`config.mk`:
```
export PLATFORM = sky130hd
export DESIGN_NAME = arithmetic_logic_unit
export DESIGN_NICKNAME = d
export VERILOG_FILES = /design/src/rtl/InstructionSetPkg.sv /design/src/rtl/alu_flag_gen.sv /design/src/rtl/arithmetic_logic_unit.sv
export SDC_FILE = /design/constraint.sdc
export NUM_CORES = 1
export LEC_CHECK = 0
export CORE_AREA = 4 4 250 252
export DETAILED_ROUTE_END_ITERATION = 8
export DIE_AREA = 0 0 254 256
export SYNTH_ARGS = -nofsm -noshare
export SYNTH_HDL_FRONTEND = slang
export SYNTH_SLANG_ARGS = --single-unit
```
`constraint.sdc`:
```
create_clock -name vclk -period 93.1
set_input_delay 23.275 -clock vclk [all_inputs]
set_output_delay 23.275 -clock vclk [all_outputs]
set_load 0.005 [all_outputs]
```
`src/rtl/InstructionSetPkg.sv`:
```
// Shared ISA definitions for the CPU datapath: operand widths,
// ALU operation codes and the packed status-flag word.
package InstructionSetPkg;

  localparam int DataWidth      = 16;
  localparam int ImmediateWidth = 6;

  typedef enum logic [3:0] {
    MOVE = 4'd0,
    NAND = 4'd1,
    NOR  = 4'd2,
    ROL  = 4'd3,
    ROR  = 4'd4,
    LIL  = 4'd5,
    LIU  = 4'd6,
    ADC  = 4'd7,
    SUB  = 4'd8,
    DIV  = 4'd9,
    MOD  = 4'd10,
    MUL  = 4'd11,
    MUH  = 4'd12
  } eOperation;

  typedef struct packed {
    logic Overflow;
    logic Parity;
    logic Negative;
    logic Zero;
    logic Carry;
  } sFlags;

endpackage

```
`src/rtl/alu_flag_gen.sv`:
```
// Result-derived status flags for the ALU.
// Ports: Result (in, 16) -> Zero, Negative, Parity (even count of ones).
module alu_flag_gen
  import InstructionSetPkg::*;
(
  input  logic [DataWidth-1:0] Result,
  output logic                 Zero,
  output logic                 Negative,
  output logic                 Parity
);

  assign Zero     = (Result == '0);
  assign Negative = Result[DataWidth-1];
  assign Parity   = ~^Result;

endmodule

```
`src/rtl/arithmetic_logic_unit.sv`:
```
// 13-operation 16-bit ALU producing a result and a 5-bit flag word.
// Ports: Clock, Reset (sync, active-high), Operation, InFlags, InImm,
// InSrc, InDest -> OutDest, OutFlags.
// ALU_OUTPUT_REG_EN: when defined, outputs are registered (1-cycle
// latency) and Reset clears them; otherwise purely combinational.
module arithmetic_logic_unit
  import InstructionSetPkg::*;
(
  input  logic                              Clock,
  input  logic                              Reset,
  input  eOperation                         Operation,
  input  sFlags                             InFlags,
  input  logic signed [ImmediateWidth-1:0]  InImm,
  input  logic signed [DataWidth-1:0]       InSrc,
  input  logic signed [DataWidth-1:0]       InDest,
  output logic signed [DataWidth-1:0]       OutDest,
  output sFlags                             OutFlags
);

  logic                 cin;
  logic [DataWidth:0]   adc_sum;
  logic [DataWidth:0]   sub_diff;
  logic                 div_zero;
  logic signed [16:0]   dvd;
  logic signed [16:0]   dvs;
  logic signed [16:0]   quo;
  logic signed [16:0]   rem;
  logic signed [31:0]   mcand;
  logic signed [31:0]   mplier;
  logic signed [31:0]   prod;

  logic [DataWidth-1:0] result_d;
  sFlags                flags_d;
  logic                 carry_d;
  logic                 ovf_d;
  logic                 upd_d;
  logic                 zero_w;
  logic                 neg_w;
  logic                 par_w;

  assign cin = InFlags.Carry;

  assign adc_sum  = {1'b0, InDest} + {1'b0, InSrc}
                  + {{DataWidth{1'b0}}, cin};
  // Bit 16 of the 17-bit difference is the borrow.
  assign sub_diff = {1'b0, InDest} - {1'b0, InSrc}
                  - {{DataWidth{1'b0}}, cin};

  // Divide in 17 bits so -32768 / -1 stays defined; the divisor is
  // forced to 1 on zero so no X reaches the result mux.
  assign div_zero = (InSrc == '0);
  assign dvd      = {InDest[15], InDest};
  assign dvs      = div_zero ? 17'sd1 : {InSrc[15], InSrc};
  assign quo      = dvd / dvs;
  assign rem      = dvd % dvs;

  assign mcand  = {{16{InDest[15]}}, InDest};
  assign mplier = {{16{InSrc[15]}}, InSrc};
  assign prod   = mcand * mplier;

  logic unused_div;
  assign unused_div = ^{quo[16], rem[16]};

  always_comb begin
    result_d = InDest;
    carry_d  = InFlags.Carry;
    ovf_d    = InFlags.Overflow;
    upd_d    = 1'b1;
    unique case (Operation)
      MOVE: result_d = InSrc;
      NAND: result_d = ~(InDest & InSrc);
      NOR:  result_d = ~(InDest | InSrc);
      ROL: begin
        result_d = {InSrc[14:0], cin};
        carry_d  = InSrc[15];
      end
      ROR: begin
        result_d = {cin, InSrc[15:1]};
        carry_d  = InSrc[0];
      end
      LIL: result_d = {{10{InImm[5]}}, InImm};
      LIU: begin
        if (InImm[5])
          result_d = {InImm[4:0], InDest[10:0]};
        else
          result_d = {{5{InImm[4]}}, InImm[4:0],
                      InDest[5:0]};
      end
      ADC: begin
        result_d = adc_sum[15:0];
        carry_d  = adc_sum[16];
        ovf_d    = (InDest[15] == InSrc[15])
                && (adc_sum[15] != InDest[15]);
      end
      SUB: begin
        result_d = sub_diff[15:0];
        carry_d  = sub_diff[16];
        ovf_d    = (InDest[15] != InSrc[15])
                && (sub_diff[15] != InDest[15]);
      end
      DIV: begin
        result_d = div_zero ? 16'hFFFF : quo[15:0];
        if (div_zero) ovf_d = 1'b1;
      end
      MOD: begin
        result_d = div_zero ? InDest : rem[15:0];
        if (div_zero) ovf_d = 1'b1;
      end
      MUL: result_d = prod[15:0];
      MUH: result_d = prod[31:16];
      default: upd_d = 1'b0;
    endcase
  end

  alu_flag_gen u_flag_gen (
    .Result   (result_d),
    .Zero     (zero_w),
    .Negative (neg_w),
    .Parity   (par_w)
  );

  always_comb begin
    flags_d = InFlags;
    if (upd_d) begin
      flags_d.Overflow = ovf_d;
      flags_d.Parity   = par_w;
      flags_d.Negative = neg_w;
      flags_d.Zero     = zero_w;
      flags_d.Carry    = carry_d;
    end
  end

`ifdef ALU_OUTPUT_REG_EN
  logic [DataWidth-1:0] dest_q;
  sFlags                flags_q;

  always_ff @(posedge Clock) begin
    if (Reset) begin
      dest_q  <= '0;
      flags_q <= '0;
    end else begin
      dest_q  <= result_d;
      flags_q <= flags_d;
    end
  end

  assign OutDest  = dest_q;
  assign OutFlags = flags_q;
`else
  logic unused_clk_rst;
  assign unused_clk_rst = Clock ^ Reset;

  assign OutDest  = result_d;
  assign OutFlags = flags_d;
`endif

endmodule

```
==> summary.txt, run 1 <==
Finish
  • Number of fill cells: 6409
  • Most frequent cells in the layout: inv_1 (376), nand2_1 (356), nor2_1 (314), ha_1 (311), fa_1 (267)
  • Register area: 0 µm²
  • Final nets: between 3k and 4k
  • Area of the multi-input gates: about 0.022 mm²
  • Commonest non-fill, non-tap cell in the layout: inv_1
  • Layout clock buffers: 0
  • Seq_cells: 0
  • Antenna fix cells: 0
  • Share of layout cells above drive strength 1: 0.04913
  • Synthesis-to-layout area growth: 7.024%
  • Fin cells: 4018

Run
  • Max capacitance violation total: 0

Setup path
  • Req. time, crit path: 69.83 ns
  • CP Capture Type: output pin
  • Delay-heaviest family, CP: compound AO/OA/AOI/OAI gates
  • CP peak stage delay: 0.74 ns
  • Startpoint Class: primary input
  • CP dominant cell by count: ha_1
  • CP max FO: 27
  • CP Buf/Inv Count: 13
  • Critical path class: primary input to output pin
  • CP arrival: roughly 67 ns
  • Slowest cell on the critical path: nand2b_1

Timing
  • Max_slew headroom: 0.1520
  • Max Fclk: 0.01110 GHz
  • Max-slew violations: 0
  • Unrepaired setup endpoints after global routing: no
  • Slew @ Worst Pin: 1.267 ns
  • Crit path time final: 90.12 ns
  • Setup TNS Final: 0 ns
  • Final WS setup: approximately 3.0 ns
  • Hold Violations, Final: 0
  • Setup violators final: 0
  • Tcrit/Tclk final: 0.9680

Floorplanning
  • I/O pin count: 70
  • Core Footprint: 0.06013 mm²
  • Site row count: 90
  • Die area: 0.06502 mm²
  • Initial core utilization: 0.3978
  • Overall die height: 256 µm
  • DIE WIDTH: 254 µm

Global routing
  • Grt ovf: 0
  • Global Route Usage Sum: 0.2665
  • Initial antenna violation count: 3
  • First-pass GRT wire length: 136300 µm
  • Number of global-route vias before repair: 22.78k
  • Largest net degree at the start of global routing: 47

Detailed routing
  • First DRT Iteration DRCs: around 2.3k
  • DRC errors left: 0
  • Drt wl/cell: 22.15 µm
  • Vias per inst: 5.929
  • Final antenna-violating net count: 0
  • WL final: 89000 µm
  • DR vias: 23.82k
  • First drt pass iteration count: 5

Synth
  • Compound-cell area share of the yosys netlist: 0.2345
  • Average cell area after synthesis: 7.411 µm²
  • Post-synthesis mux area share: 0.01825
  • Sequential share of the synthesized area: 0
  • Post-Syn Area: between 0.02 and 0.025 mm²
  • Synth Warn #: 0
  • Simple-gate share of the synthesized area: 0.1980
  • Post-Synth Adder-Cell Area: 0.3865
  • Xor and xnor area share after synthesis: 0.07871
  • Netlist cell types: 98
  • Syn Inst Count: 3228
  • Synthesized Nets: 3855
  • Largest family of logic cells by synthesized area: adder cells

Placed design
  • Port bufs: between 60 and 70
  • Hpwl dp: 71070 µm
  • GPL Wtd Cong: 0.9711
  • Pre-CTS WS: 3.845 ns
  • Dpl cells: 4018

Clock tree
  • Hold bufs inserted after CTS: 0

Run status
  • Status: finished clean

Hold path
  • Hold/Removal Path Class: primary input to output pin
[Yosys cell counts (15+ instances only)]
master	n	area share
nor3_1	69	0.014
a21o_1	77	0.024
o211ai_1	23	0.0072
clkbuf_1	92	0.014
xor2_1	66	0.024
buf_1	24	0.0038
a221oi_1	22	0.0081
ha_1	311	0.16
nor2_1	315	0.049
a21oi_1	227	0.047
a21boi_0	17	0.0053
nand2b_1	23	0.0060
nand2_1	356	0.056
o21ai_0	148	0.031
xnor2_1	149	0.055
fa_1	267	0.22
a211oi_1	33	0.010
mux2i_1	26	0.011
a31oi_1	39	0.010
and2_1	21	0.0055
nor2b_1	23	0.0060
o21a_1	55	0.017
and3_1	23	0.0060
or3_1	24	0.0063
inv_1	376	0.059
nand3_1	72	0.015
nor4_1	15	0.0039
nand4_1	22	0.0058
o31ai_1	22	0.0069
or2_2	22	0.0058
[worst paths after layout]
path / startpoint / slack (ns) / cells after the start / endpoint
hold / removal: InFlags[1] / 47.51 / 4 / OutFlags[1]
setup / recovery: InSrc[7] / 2.98 / 153 / OutFlags[3]
[repair_timing]
action / in CTS / in global routing
setup endpoints to repair: 0 / 1
buffers inserted: 0 / 0
resized for setup: 0 / 1
[routing by layer]
metal	global-route usage	wire length (µm)
met5	0	33
met4	0.06400	2881
met3	0.05335	8388
met2	0.4069	37610
met1	0.3867	40080
[metrics by stage]
stage / hold WS [ns] / util / area (µm²)
2_1_floorplan: 46.64 / - / 23920
3_3_place_gp: 47.52 / 0.4258 / 25600
3_5_place_dp: 47.51 / 0.4258 / 25600
4_1_cts: 47.52 / 0.4258 / 25600
5_1_grt: 47.57 / 0.4258 / 25600
6_report: 47.51 / 0.4258 / 25600
[layout make-up]
type | count | area share
Multi-Input combinational cell | 2708 | 0.8575
Inverter | 387 | 0.05674
Timing Repair Buffer | 141 | 0.04760
Tap cell | 782 | 0.03822
[cells by family after synthesis]
| kind of cell | Yosys count |
|---|---|
| xor gates and xnor gates | 215 |
| adders and majority gates | 579 |
| and+or+nand+nor | 1035 |
| muxes | 41 |
| AOI/OAI and AO/OA | 836 |
| other | 2 |
| buffers and inverters | 520 |
Power of run 1 is left out: the tool's default activity adds up to more than one toggle a clock period on the data nets, which glitch-free logic cannot reach.
==> inputs of run 2 (changes only) <==
--- a/config.mk
+++ b/config.mk
@@ -5,9 +5,9 @@
 export SDC_FILE = /design/constraint.sdc
 export NUM_CORES = 1
 export LEC_CHECK = 0
-export CORE_AREA = 4 4 250 252
+export CORE_AREA = 4 4 288 290
 export DETAILED_ROUTE_END_ITERATION = 8
-export DIE_AREA = 0 0 254 256
+export DIE_AREA = 0 0 292 294
 export SYNTH_ARGS = -nofsm -noshare
 export SYNTH_HDL_FRONTEND = slang
 export SYNTH_SLANG_ARGS = --single-unit
==> summary.txt, run 2 (synthesis gave the netlist of run 1 again) <==
Run status
  • Status: finished clean

Floorplanning
  • Core Footprint: ~0.080 mm²
  • Die area: ~0.086 mm²
  • Overall die height: 294 µm
  • Initial core utilization: 0.2980
  • I/O pin count: 70
  • Site row count: 104
  • DIE WIDTH: 292 µm

Timing
  • Setup TNS Final: 0 ns
  • Slew @ Worst Pin: roughly 1.3 ns
  • Unrepaired setup endpoints after global routing: no
  • Tcrit/Tclk final: 0.9670
  • Setup violators final: 0
  • Crit path time final: between 90 and 100 ns
  • Max_slew headroom: 0.1569
  • Hold Violations, Final: 0
  • Max Fclk: 0.01111 GHz
  • Max-slew violations: 0

Placed design
  • Hpwl dp: 71860 µm
  • Port bufs: 68
  • GPL Wtd Cong: 0.9744

Setup path
  • Critical path class: primary input to output pin
  • Slowest cell on the critical path: and3_1
  • CP peak stage delay: 0.90 ns
  • Startpoint Class: primary input
  • Req. time, crit path: 69.83 ns
  • CP dominant cell by count: ha_1
  • CP Capture Type: output pin
  • Delay-heaviest family, CP: compound AO/OA/AOI/OAI gates
  • CP arrival: 66.76 ns
  • CP Buf/Inv Count: 17
  • CP max FO: 27

Detailed routing
  • DRC errors left: 0
  • First drt pass iteration count: 7
  • DR vias: 23.98k
  • WL final: approximately 90000 µm
  • Vias per inst: 5.583
  • Final antenna-violating net count: 0
  • First DRT Iteration DRCs: 2209
  • Drt wl/cell: 20.97 µm

Finish
  • Final nets: 3861
  • Share of layout cells above drive strength 1: 0.04796
  • Commonest non-fill, non-tap cell in the layout: inv_1
  • Register area: 0 µm²
  • Most frequent cells in the layout: inv_1 (376), nand2_1 (356), nor2_1 (314), ha_1 (311), fa_1 (267)
  • Seq_cells: 0
  • Layout clock buffers: 0
  • Synthesis-to-layout area growth: 8.400%

Clock tree
  • PostCTS Resize Cnt: 0
  • Setup Buffers After CTS: 0
  • Hold bufs inserted after CTS: 0

Global routing
  • Largest net degree at the start of global routing: 47
  • First-pass GRT wire length: around 140000 µm
  • Number of global-route vias before repair: 23.26k
  • Initial antenna violation count: 6
  • Grt ovf: 0
  • Global Route Usage Sum: 0.2043

Hold path
  • Hold/Removal Path Class: primary input to output pin

Run
  • Max capacitance violation total: 0
run 2: worst paths after layout:
kind  startpoint           to  slack (ns)  cells past startpoint
max     InSrc[7]  OutFlags[3]        3.07                    153
min   InFlags[3]  OutFlags[3]       47.51                      4
run 2: metal layers:
metal  up-vias  routed length, µm  track usage
li1      11180                  -            -
met1     11720              40050       0.2839
met2       933              39160       0.3251
met3       136               8077      0.04106
met4         4               2746      0.05119
met5         -                 16            0
run 2: layout make-up:
cell class                      instances  area, µm²
Fill cell                            8690      54350
Multi-Input combinational cell       2708      21960
Inverter                              387       1453
Tap cell                             1060       1326
Timing Repair Buffer                  137       1189
Antenna cell                            3      7.507
run 2: stage by stage:
step	instances	hold WS (ns)	setup WS (ns)	utilization	cell area, µm²
after floorplan	3228	46.64	11.14	-	23920
after global placement	4292	47.51	4.097	0.3229	25920
after detailed placement	4292	47.50	3.935	0.3229	25920
after CTS	4292	47.52	3.780	0.3229	25920
after global routing	4292	47.55	0.4134	0.3229	25920
final	4295	47.51	3.070	0.3230	25930
